==> src/rtl/case_item_match_engine_if.sv <==
// Handshake bundle for the case-item match engine: start beat, item stream and result.
// The engine attaches through the slave modport, the driver through the master modport.
interface case_item_match_engine_if #(
    parameter int MAXW = 32,
    parameter int WW   = 6,
    parameter int IDXW = 8
);
    logic            start_valid;
    logic            start_ready;
    logic [MAXW-1:0] sel_value;
    logic [WW-1:0]   sel_width;
    logic            sel_signed;
    logic [WW-1:0]   ctx_width;
    logic            ctx_signed;

    logic            item_valid;
    logic            item_ready;
    logic [MAXW-1:0] item_value;
    logic [WW-1:0]   item_width;
    logic            item_signed;
    logic            item_default;
    logic            item_last;

    logic            res_valid;
    logic            res_ready;
    logic            res_match;
    logic            res_dflt;
    logic [IDXW-1:0] res_index;
    logic            res_err;

    modport master (
        output start_valid, sel_value, sel_width, sel_signed, ctx_width, ctx_signed,
        output item_valid, item_value, item_width, item_signed, item_default, item_last,
        output res_ready,
        input  start_ready, item_ready,
        input  res_valid, res_match, res_dflt, res_index, res_err
    );

    modport slave (
        input  start_valid, sel_value, sel_width, sel_signed, ctx_width, ctx_signed,
        input  item_valid, item_value, item_width, item_signed, item_default, item_last,
        input  res_ready,
        output start_ready, item_ready,
        output res_valid, res_match, res_dflt, res_index, res_err
    );
endinterface

==> src/rtl/case_item_match_engine.sv <==
// Run-time case-statement evaluator: latches a selector, scans item beats and reports the
// first matching item (or the default) using context-width, all-signed-or-zero extension.
module case_item_match_engine #(
    parameter int MAXW = 32,
    parameter int WW   = 6,
    parameter int IDXW = 8
) (
    input  logic                     clk,
    input  logic                     rst_n,
    case_item_match_engine_if.slave  bus
);
    typedef enum logic [1:0] {IDLE, SCAN, RESP} state_t;

    state_t          r_state, w_next;
    logic [MAXW-1:0] r_sel;
    logic [WW-1:0]   r_ctx_w;
    logic            r_ctx_s;
    logic            r_sel_bad;
    logic [IDXW-1:0] r_cnt;
    logic            r_match, r_dflt, r_err;
    logic [IDXW-1:0] r_m_idx, r_d_idx;

    logic w_start_ready, w_item_ready, w_res_valid;
    logic w_start_fire, w_item_fire;
    logic w_sel_bad, w_item_bad, w_hit;
    logic w_unused_flags;

    function automatic logic width_ok(input logic [WW-1:0] w);
        return (w != '0) && (int'(w) <= MAXW);
    endfunction

    // Mask to w bits, then fill the upper bits with the operand MSB only in a signed context.
    function automatic logic [MAXW-1:0] ext_val(input logic [MAXW-1:0] v,
                                                input logic [WW-1:0] w, input logic s);
        logic            msb;
        logic [MAXW-1:0] r;
        msb = 1'b0;
        for (int i = 0; i < MAXW; i++)
            if (i == int'(w) - 1) msb = v[i];
        for (int i = 0; i < MAXW; i++)
            r[i] = (i < int'(w)) ? v[i] : (s & msb);
        return r;
    endfunction

    function automatic logic eq_ctx(input logic [MAXW-1:0] a, input logic [MAXW-1:0] b,
                                    input logic [WW-1:0] cw);
        logic eq;
        eq = 1'b1;
        for (int i = 0; i < MAXW; i++)
            if ((i < int'(cw)) && (a[i] != b[i])) eq = 1'b0;
        return eq;
    endfunction

    assign w_start_fire = bus.start_valid && w_start_ready;
    assign w_item_fire  = bus.item_valid && w_item_ready;
    assign w_sel_bad    = !width_ok(bus.sel_width) || !width_ok(bus.ctx_width) ||
                          (bus.ctx_width < bus.sel_width);
    assign w_item_bad   = r_sel_bad || !width_ok(bus.item_width) || (r_ctx_w < bus.item_width);
    assign w_hit        = !bus.item_default && !w_item_bad &&
                          eq_ctx(ext_val(bus.item_value, bus.item_width, r_ctx_s), r_sel, r_ctx_w);
    // Declared signedness is only a driver-side cross-check; the context flag decides.
    assign w_unused_flags = bus.sel_signed ^ bus.item_signed;

    always_ff @(posedge clk or negedge rst_n) begin
        if (!rst_n) r_state <= IDLE;
        else        r_state <= w_next;
    end

    always_comb begin
        w_next        = r_state;
        w_start_ready = 1'b0;
        w_item_ready  = 1'b0;
        w_res_valid   = 1'b0;
        case (r_state)
            IDLE: begin
                w_start_ready = 1'b1;
                if (bus.start_valid) w_next = SCAN;
            end
            SCAN: begin
                w_item_ready = 1'b1;
                if (bus.item_valid && bus.item_last) w_next = RESP;
            end
            RESP: begin
                w_res_valid = 1'b1;
                if (bus.res_ready) w_next = IDLE;
            end
            default: w_next = IDLE;
        endcase
    end

    always_ff @(posedge clk or negedge rst_n) begin
        if (!rst_n) begin
            r_sel     <= '0;
            r_ctx_w   <= '0;
            r_ctx_s   <= 1'b0;
            r_sel_bad <= 1'b0;
            r_cnt     <= '0;
            r_match   <= 1'b0;
            r_dflt    <= 1'b0;
            r_err     <= 1'b0;
            r_m_idx   <= '0;
            r_d_idx   <= '0;
        end else if (w_start_fire) begin
            r_sel     <= ext_val(bus.sel_value, bus.sel_width, bus.ctx_signed);
            r_ctx_w   <= bus.ctx_width;
            r_ctx_s   <= bus.ctx_signed;
            r_sel_bad <= w_sel_bad;
            r_err     <= w_sel_bad;
            r_cnt     <= '0;
            r_match   <= 1'b0;
            r_dflt    <= 1'b0;
            r_m_idx   <= '0;
            r_d_idx   <= '0;
        end else if (w_item_fire) begin
            // The counter sticks at its ceiling; any beat seen there is one too many.
            if (r_cnt != '1) r_cnt <= r_cnt + 1'b1;
            else             r_err <= 1'b1;
            if (!bus.item_default && w_item_bad) r_err <= 1'b1;
            if (w_hit && !r_match) begin
                r_match <= 1'b1;
                r_m_idx <= r_cnt;
            end
            if (bus.item_default && !r_dflt) begin
                r_dflt  <= 1'b1;
                r_d_idx <= r_cnt;
            end
        end
    end

    assign bus.start_ready = w_start_ready;
    assign bus.item_ready  = w_item_ready;
    assign bus.res_valid   = w_res_valid;
    assign bus.res_match   = r_match;
    assign bus.res_dflt    = r_dflt && !r_match;
    assign bus.res_index   = r_match ? r_m_idx : (r_dflt ? r_d_idx : '0);
    assign bus.res_err     = r_err;
endmodule

==> src/flat_wrapper.sv <==
// flat-port wrapper written by rule: the top's interface ports become plain ports
module case_item_match_engine_flat 
#(
    parameter int MAXW = 32,
    parameter int WW   = 6,
    parameter int IDXW = 8
)
  (clk, rst_n, bus_start_valid, bus_sel_value, bus_sel_width, bus_sel_signed, bus_ctx_width, bus_ctx_signed, bus_item_valid, bus_item_value, bus_item_width, bus_item_signed, bus_item_default, bus_item_last, bus_res_ready, bus_start_ready, bus_item_ready, bus_res_valid, bus_res_match, bus_res_dflt, bus_res_index, bus_res_err);
  case_item_match_engine_if #(.MAXW(MAXW), .WW(WW), .IDXW(IDXW)) bus_i ();
  input  logic clk;
  input  logic rst_n;
  input wire logic [$bits(bus_i.start_valid)-1:0] bus_start_valid;
  input wire logic [$bits(bus_i.sel_value)-1:0] bus_sel_value;
  input wire logic [$bits(bus_i.sel_width)-1:0] bus_sel_width;
  input wire logic [$bits(bus_i.sel_signed)-1:0] bus_sel_signed;
  input wire logic [$bits(bus_i.ctx_width)-1:0] bus_ctx_width;
  input wire logic [$bits(bus_i.ctx_signed)-1:0] bus_ctx_signed;
  input wire logic [$bits(bus_i.item_valid)-1:0] bus_item_valid;
  input wire logic [$bits(bus_i.item_value)-1:0] bus_item_value;
  input wire logic [$bits(bus_i.item_width)-1:0] bus_item_width;
  input wire logic [$bits(bus_i.item_signed)-1:0] bus_item_signed;
  input wire logic [$bits(bus_i.item_default)-1:0] bus_item_default;
  input wire logic [$bits(bus_i.item_last)-1:0] bus_item_last;
  input wire logic [$bits(bus_i.res_ready)-1:0] bus_res_ready;
  output wire logic [$bits(bus_i.start_ready)-1:0] bus_start_ready;
  output wire logic [$bits(bus_i.item_ready)-1:0] bus_item_ready;
  output wire logic [$bits(bus_i.res_valid)-1:0] bus_res_valid;
  output wire logic [$bits(bus_i.res_match)-1:0] bus_res_match;
  output wire logic [$bits(bus_i.res_dflt)-1:0] bus_res_dflt;
  output wire logic [$bits(bus_i.res_index)-1:0] bus_res_index;
  output wire logic [$bits(bus_i.res_err)-1:0] bus_res_err;
  assign bus_i.start_valid = bus_start_valid;
  assign bus_i.sel_value = bus_sel_value;
  assign bus_i.sel_width = bus_sel_width;
  assign bus_i.sel_signed = bus_sel_signed;
  assign bus_i.ctx_width = bus_ctx_width;
  assign bus_i.ctx_signed = bus_ctx_signed;
  assign bus_i.item_valid = bus_item_valid;
  assign bus_i.item_value = bus_item_value;
  assign bus_i.item_width = bus_item_width;
  assign bus_i.item_signed = bus_item_signed;
  assign bus_i.item_default = bus_item_default;
  assign bus_i.item_last = bus_item_last;
  assign bus_i.res_ready = bus_res_ready;
  assign bus_start_ready = bus_i.start_ready;
  assign bus_item_ready = bus_i.item_ready;
  assign bus_res_valid = bus_i.res_valid;
  assign bus_res_match = bus_i.res_match;
  assign bus_res_dflt = bus_i.res_dflt;
  assign bus_res_index = bus_i.res_index;
  assign bus_res_err = bus_i.res_err;
  case_item_match_engine #(.MAXW(MAXW), .WW(WW), .IDXW(IDXW)) u_core (.clk(clk), .rst_n(rst_n), .bus(bus_i));
endmodule
==> config.mk <==
export PLATFORM = sky130hd
export DESIGN_NAME = case_item_match_engine_flat
export DESIGN_NICKNAME = d
export VERILOG_FILES = /design/src/rtl/case_item_match_engine_if.sv /design/src/rtl/case_item_match_engine.sv /design/src/flat_wrapper.sv
export SDC_FILE = /design/constraint.sdc
export NUM_CORES = 1
export LEC_CHECK = 0
export BUFFER_PORTS_ARGS = -buffer_cell sky130_fd_sc_hd__buf_2
export CAP_MARGIN = 20
export CORE_UTILIZATION = 55
export DETAILED_ROUTE_END_ITERATION = 12
export PLACE_DENSITY = 0.85
export SLEW_MARGIN = 20
export SYNTH_ARGS = -nofsm -noshare
export SYNTH_HDL_FRONTEND = slang
export SYNTH_SLANG_ARGS = --single-unit
==> constraint.sdc <==
create_clock -name clk -period 5.73 [get_ports clk]
set_input_delay 1.4325 -clock clk [delete_from_list [all_inputs] [get_ports clk]]
set_output_delay 1.4325 -clock clk [all_outputs]
set_load 0.02 [all_outputs]
# Word-level counts from Yosys, hierarchy flattened

Cells that the tools add are included.

Output and inout port bits: 14
Flip-flop bits (word level): 69
Logic and storage cells: 477
Input bits: 92

Muxes and demuxes: 189
Add/subtract/negate cells: 3
Bitwise gates (word level): 2
Reduce and logical (&&, ||, !) cells: 70
$lt $le $gt $ge: 101
Eq/ne operators: 101

Operators by type and width:

| kind                                               | count |
|---|---|
| == test 6 x 32 -> 1 bit (first input constant)     | 32 |
| == test 5 x 32 -> 1 bit (first input constant)     | 16 |
| < comparator 5 x 6 -> 1 bit (first input constant) | 48 |
| == test 4 x 32 -> 1 bit (first input constant)     | 8 |
| two-way mux 1 bit                                  | 174 |
| < comparator 4 x 6 -> 1 bit (first input constant) | 24 |
| == test 3 x 32 -> 1 bit (first input constant)     | 4 |
| two-way mux 8 bit                                  | 11 |
| < comparator 3 x 6 -> 1 bit (first input constant) | 12 |
| == test 2 x 32 -> 1 bit (first input constant)     | 2 |
| logical NOT 32 bit                                 | 2 |
| logical AND 1 bit                                  | 44 |
| < comparator 1 x 6 -> 1 bit (first input constant) | 6 |
| < comparator 2 x 6 -> 1 bit (first input constant) | 6 |
| inequality test 1 bit                              | 32 |
| <= comparator 6 bit (second input constant)        | 3 |
| nonzero test 6 bit                                 | 3 |
| subtractor 6 x 1 -> 7 bit (second input constant)  | 2 |
| < comparator 6 bit                                 | 2 |
| adder 8 x 1 -> 8 bit (second input constant)       | 1 |
| inequality test 8 bit (second input constant)      | 1 |
| AND reduction 2 bit                                | 4 |
| nonzero test 2 bit                                 | 4 |
| logical NOT 1 bit                                  | 7 |
| other kinds (11)                                   | 18 |

# Longest topological paths before layout

Depth in word-level cells: 75
Gate-level depth with buffers: 15
Gate-level depth less buffers: 11

# Worst setup path before layout

OpenSTA, ideal clock, no wires.

Kind: input -> register
Start point: input bus_item_width[4]
End point: register u_core.r_m_idx[0]
Arrival time: 4046 ps
Setup slack: 1604 ps
Cell stages on the path: 13
Library setup time: 79 ps
Buffers on the path: 3
Cell sequence: buf_2 -> nand2b_4 -> or3_4 -> o311a_4 -> a32oi_4 -> o31ai_4 -> buf_6 -> a221oi_2 -> o21bai_1 -> nand4b_1 -> a2111oi_2 -> buf_6 -> mux2i_1

Longest elaborated chain between the ends: 74
Elaborated cells between the ends (all ways): 239

Ends and longest elaborated chain:

| what                              | line                          | RTL |
|---|---|---|
| from (decl)                       | flat_wrapper.sv:20            | `input wire logic [$bits(bus_i.item_width)-1:0] bus_item_width;` |
| subtractor 6 x 1 -> 7 bit         | case_item_match_engine.sv:39  | `if (i == int'(w) - 1) msb = v[i];` |
| logical NOT 32 bit                | case_item_match_engine.sv:39  |  |
| two-way mux 1 bit (32 in series)  | case_item_match_engine.sv:39  |  |
| AND 1 bit                         | case_item_match_engine.sv:41  | `r[i] = (i < int'(w)) ? v[i] : (s & msb);` |
| two-way mux 1 bit                 | case_item_match_engine.sv:41  |  |
| inequality test 1 bit             | case_item_match_engine.sv:50  | `if ((i < int'(cw)) && (a[i] != b[i])) eq = 1'b0;` |
| logical AND 1 bit                 | case_item_match_engine.sv:50  |  |
| two-way mux 1 bit (32 in series)  | case_item_match_engine.sv:50  |  |
| logical AND 1 bit (*)             | case_item_match_engine.sv:59  | `assign w_hit = !bus.item_default && !w_item_bad &&` |
| logical AND 1 bit (*)             | case_item_match_engine.sv:119 | `if (w_hit && !r_match) begin` |
| nonzero test 2 bit (no line) (*)  | n/a                           |  |
| AND reduction 2 bit (no line) (*) | n/a                           |  |
| to (signal assigned)              | case_item_match_engine.sv:121 | `r_m_idx <= r_cnt;` |
| to (decl)                         | case_item_match_engine.sv:21  | `logic [IDXW-1:0] r_m_idx, r_d_idx;` |

Mark *: on every way between the ends. The rest lies on a longest branch, timed or not.
A chain may end at the register's enable or synchronous reset.

# Worst setup path after layout

Start point: input bus_item_width[0]
End point: register u_core.r_m_idx[0]

The elaborated chain is that of the path after synthesis.

==> impl_metrics.yaml <==
run_status:
  status: "complete, no violations"
route:
  drt_pass1_iterations: 6
  drc: 0
  via_per_inst: 6.566
  wl_per_cell_um: 19.64
  ant_nets: 0
  num_vias: 6796
  wirelength_um: 20330
  first_iter_violations: 843
synth:
  ys_types: 84
  synth_top_area_cell: "dfrtp_1"
  synth_flop_cell: "dfrtp_1"
  syn_area_mm2: 0.006474
  avgSynthCellArea_um2: 7.837
  synth_top_area_share_pct: 26.67
  netlist_instances: 826
  yosysSeqAreaShare_pct: 26.67
  synth_edf_count: 0
  ys_seq_elements: 69
  syn-num-nets: 929
  ys_warn_count: 0
  yosys-top-cells-area: "dfrtp_1 27%, mux2i_1 7.9%, nand2_1 6.2%, a21oi_1 6.0%, nor2_1 5.7%"
  synthArstFlopShare_pct: 100.0
clock_network:
  clock-sinks: 69
  path_clk_slew_ns: 0.07
  cts-resized-gates: 0
  clk_latency_ns: 0.34
  clk_path_buf_depth: 2
  cts-htree-levels: 3
  hold_buffers: 0
  cts_root_buf: "clkbuf_16"
  cts_inserted_buffers: 9
  post_cts_buffers: 0
  cts_tree: "built"
grt:
  grt_pass1_wl_um: 32910
  grt-ovfl-total: 0
  grt_max_degree: 70
  grt_usage_pct: 33.53
  antenna_found_initial: 0
  grt_pass1_vias: 6362
finish:
  layout_commonest_cell: "nand2_1"
  fin_util_pct: 63.02
  num_antenna_cells: 0
  n_fill_cell: 1021
  layout-drive-gt1-share_pct: 18.05
  finish.net_count: 990
  layout_common_cells: "107 x nand2_1, 103 x buf_2, 99 x nor2_1, 77 x a21oi_1, 69 x dfrtp_1"
  final_cells: 1035
  layout-area-overhead-vs-synth_pct: 11.64
sta:
  hold_viol: 0
  finalSetupTns_ns: 0
  period_needed_ns: 4.888
  setup_violations: 0
  max_freq_mhz: 204.6
  tightest_slew_ns: 1.029
  skew_ns: 0.01246
  rsz0062_at_grt: "false"
  relSlewSlack_pct: 31.41
  fin_crit_sh_pct: 85.30
  drv_slew: 0
  layout_setup_ws_ns: 0.8423
pwr:
  power.total_mw: 2.718
  vdd_drop_max_mv: 0.1795
  p_leak_nw: 3.074
  p_per_area_mw_per_mm2: 376.1
floorplanning:
  pin_count: 106
  die_area_mm2: 0.01221
  coreArea_mm2: 0.01147
  std_cell_rows: 39
  die_w_um: 110.5
  initial_utilization_pct: 56.45
  die-height_um: 110.5
setup_path:
  crit_fanout: 29
  setup.worst_path.start_class: "input port"
  crit_type: "in -> reg"
  endpoint_kind: "register"
  crit_arrival_ns: 5.14
  required_ns: 5.98
hold_path:
  min_path_type: "reg -> reg"
place:
  dp_cells: 1019
  gp_congestion: 0.9794
  place_hpwl_um: 14880
  numPortBuffers: 103
  dp_slack_ns: 0.5815
run:
  max-cap-violations: 0
==> cell families after synthesis <==
family          Yosys count  synth area share [%]
fa+ha+maj                11                 2.126
xor+xnor                 39                 5.276
flops                    69                 26.67
simple gates            348                 26.21
buf+inv                  77                 5.605
mux                      61                 10.20
compound gates          221                 23.91
==> layer usage <==
layer,GRT usage (%),up-vias,wire (µm)
li1,-,3122,-
met1,47.83,3178,8645
met2,50.93,443,8916
met3,5.818,53,2182
met4,12.09,0,584
met5,0,-,0
==> area by class of cell <==
cell class / instances / area [µm²] / area share, %
Multi-Input combinational cell: 680 / 4385 / 60.68
Sequential cell: 69 / 1727 / 23.89
Timing Repair Buffer: 109 / 560.5 / 7.756
Clock buffer: 9 / 225.2 / 3.116
Tap cell: 143 / 178.9 / 2.476
Clock inverter: 7 / 82.58 / 1.143
Inverter: 18 / 67.56 / 0.9349
==> power by group <==
group          internal, mW  total, mW  leakage, nW  switching (mW)
combinational         0.500       1.19         2.08           0.694
sequential            0.648      0.957        0.849           0.308
clock                 0.343      0.567        0.144           0.224
total                  1.49       2.72         3.07            1.23
==> worst max-delay path: stages <==
cell	delay, ns
buf_2	0.44
or2_2	0.26
a21oi_1	0.07
o311ai_2	0.32
nand2_1	0.29
o31ai_4	0.72
mux2i_1	0.20
xnor2_1	0.17
a221o_1	0.36
a2111oi_2	0.32
buf_4	0.29
mux2i_1	0.25
==> registers in the layout (all words and copies together) (netlist names), 2 cells and up <==
name and cells:
u_core.r_cnt 8, u_core.r_state 2, u_core.r_ctx_w 6, u_core.r_sel 32, u_core.r_m_idx 8, u_core.r_d_idx 8
==> per-stage QoR <==
step | cell area, µm² | hold WS, ns
4_1_cts | 7227 | 0.5127
3_3_place_gp | 6919 | 0.4797
2_1_floorplan | 6474 | 0.4598
6_report | 7227 | 0.5142
5_1_grt | 7227 | 0.5328
3_5_place_dp | 6919 | 0.4966
==> synthesized netlist by cell type, drive strengths merged, types with 6 or more instances <==
cell	count
a22oi	8
dfrtp	69
nand4	9
a211oi	6
nand2	107
nor3	20
a31oi	15
ha	11
nand2b	7
xnor2	22
buf	18
clkbuf	41
or2	9
and2	7
nor3b	11
and3	6
nor2	99
xor2	17
inv	13
or3	6
nor2b	11
nand3	21
a21oi	77
mux2	7
mux2i	51
nand3b	8
nor4	11
a21o	8
a22o	7
o21ai	35
==> path summary, 6_finish.rpt <==
path,startpoint,end,slack [ns],depth (start not counted)
max reg2reg,u_core.r_ctx_w[5],u_core.r_m_idx[0],1.87,11
min,u_core.r_sel_bad,u_core.r_sel_bad,0.51,2
min reg2reg,u_core.r_sel_bad,u_core.r_sel_bad,0.51,2
max,bus_item_width[0],u_core.r_m_idx[0],0.84,12
min in group asynchronous,rst_n,u_core.r_d_idx[0],1.28,2
max in group asynchronous,rst_n,u_core.r_sel[16],3.89,2
(Power assumes the default switching activity.)
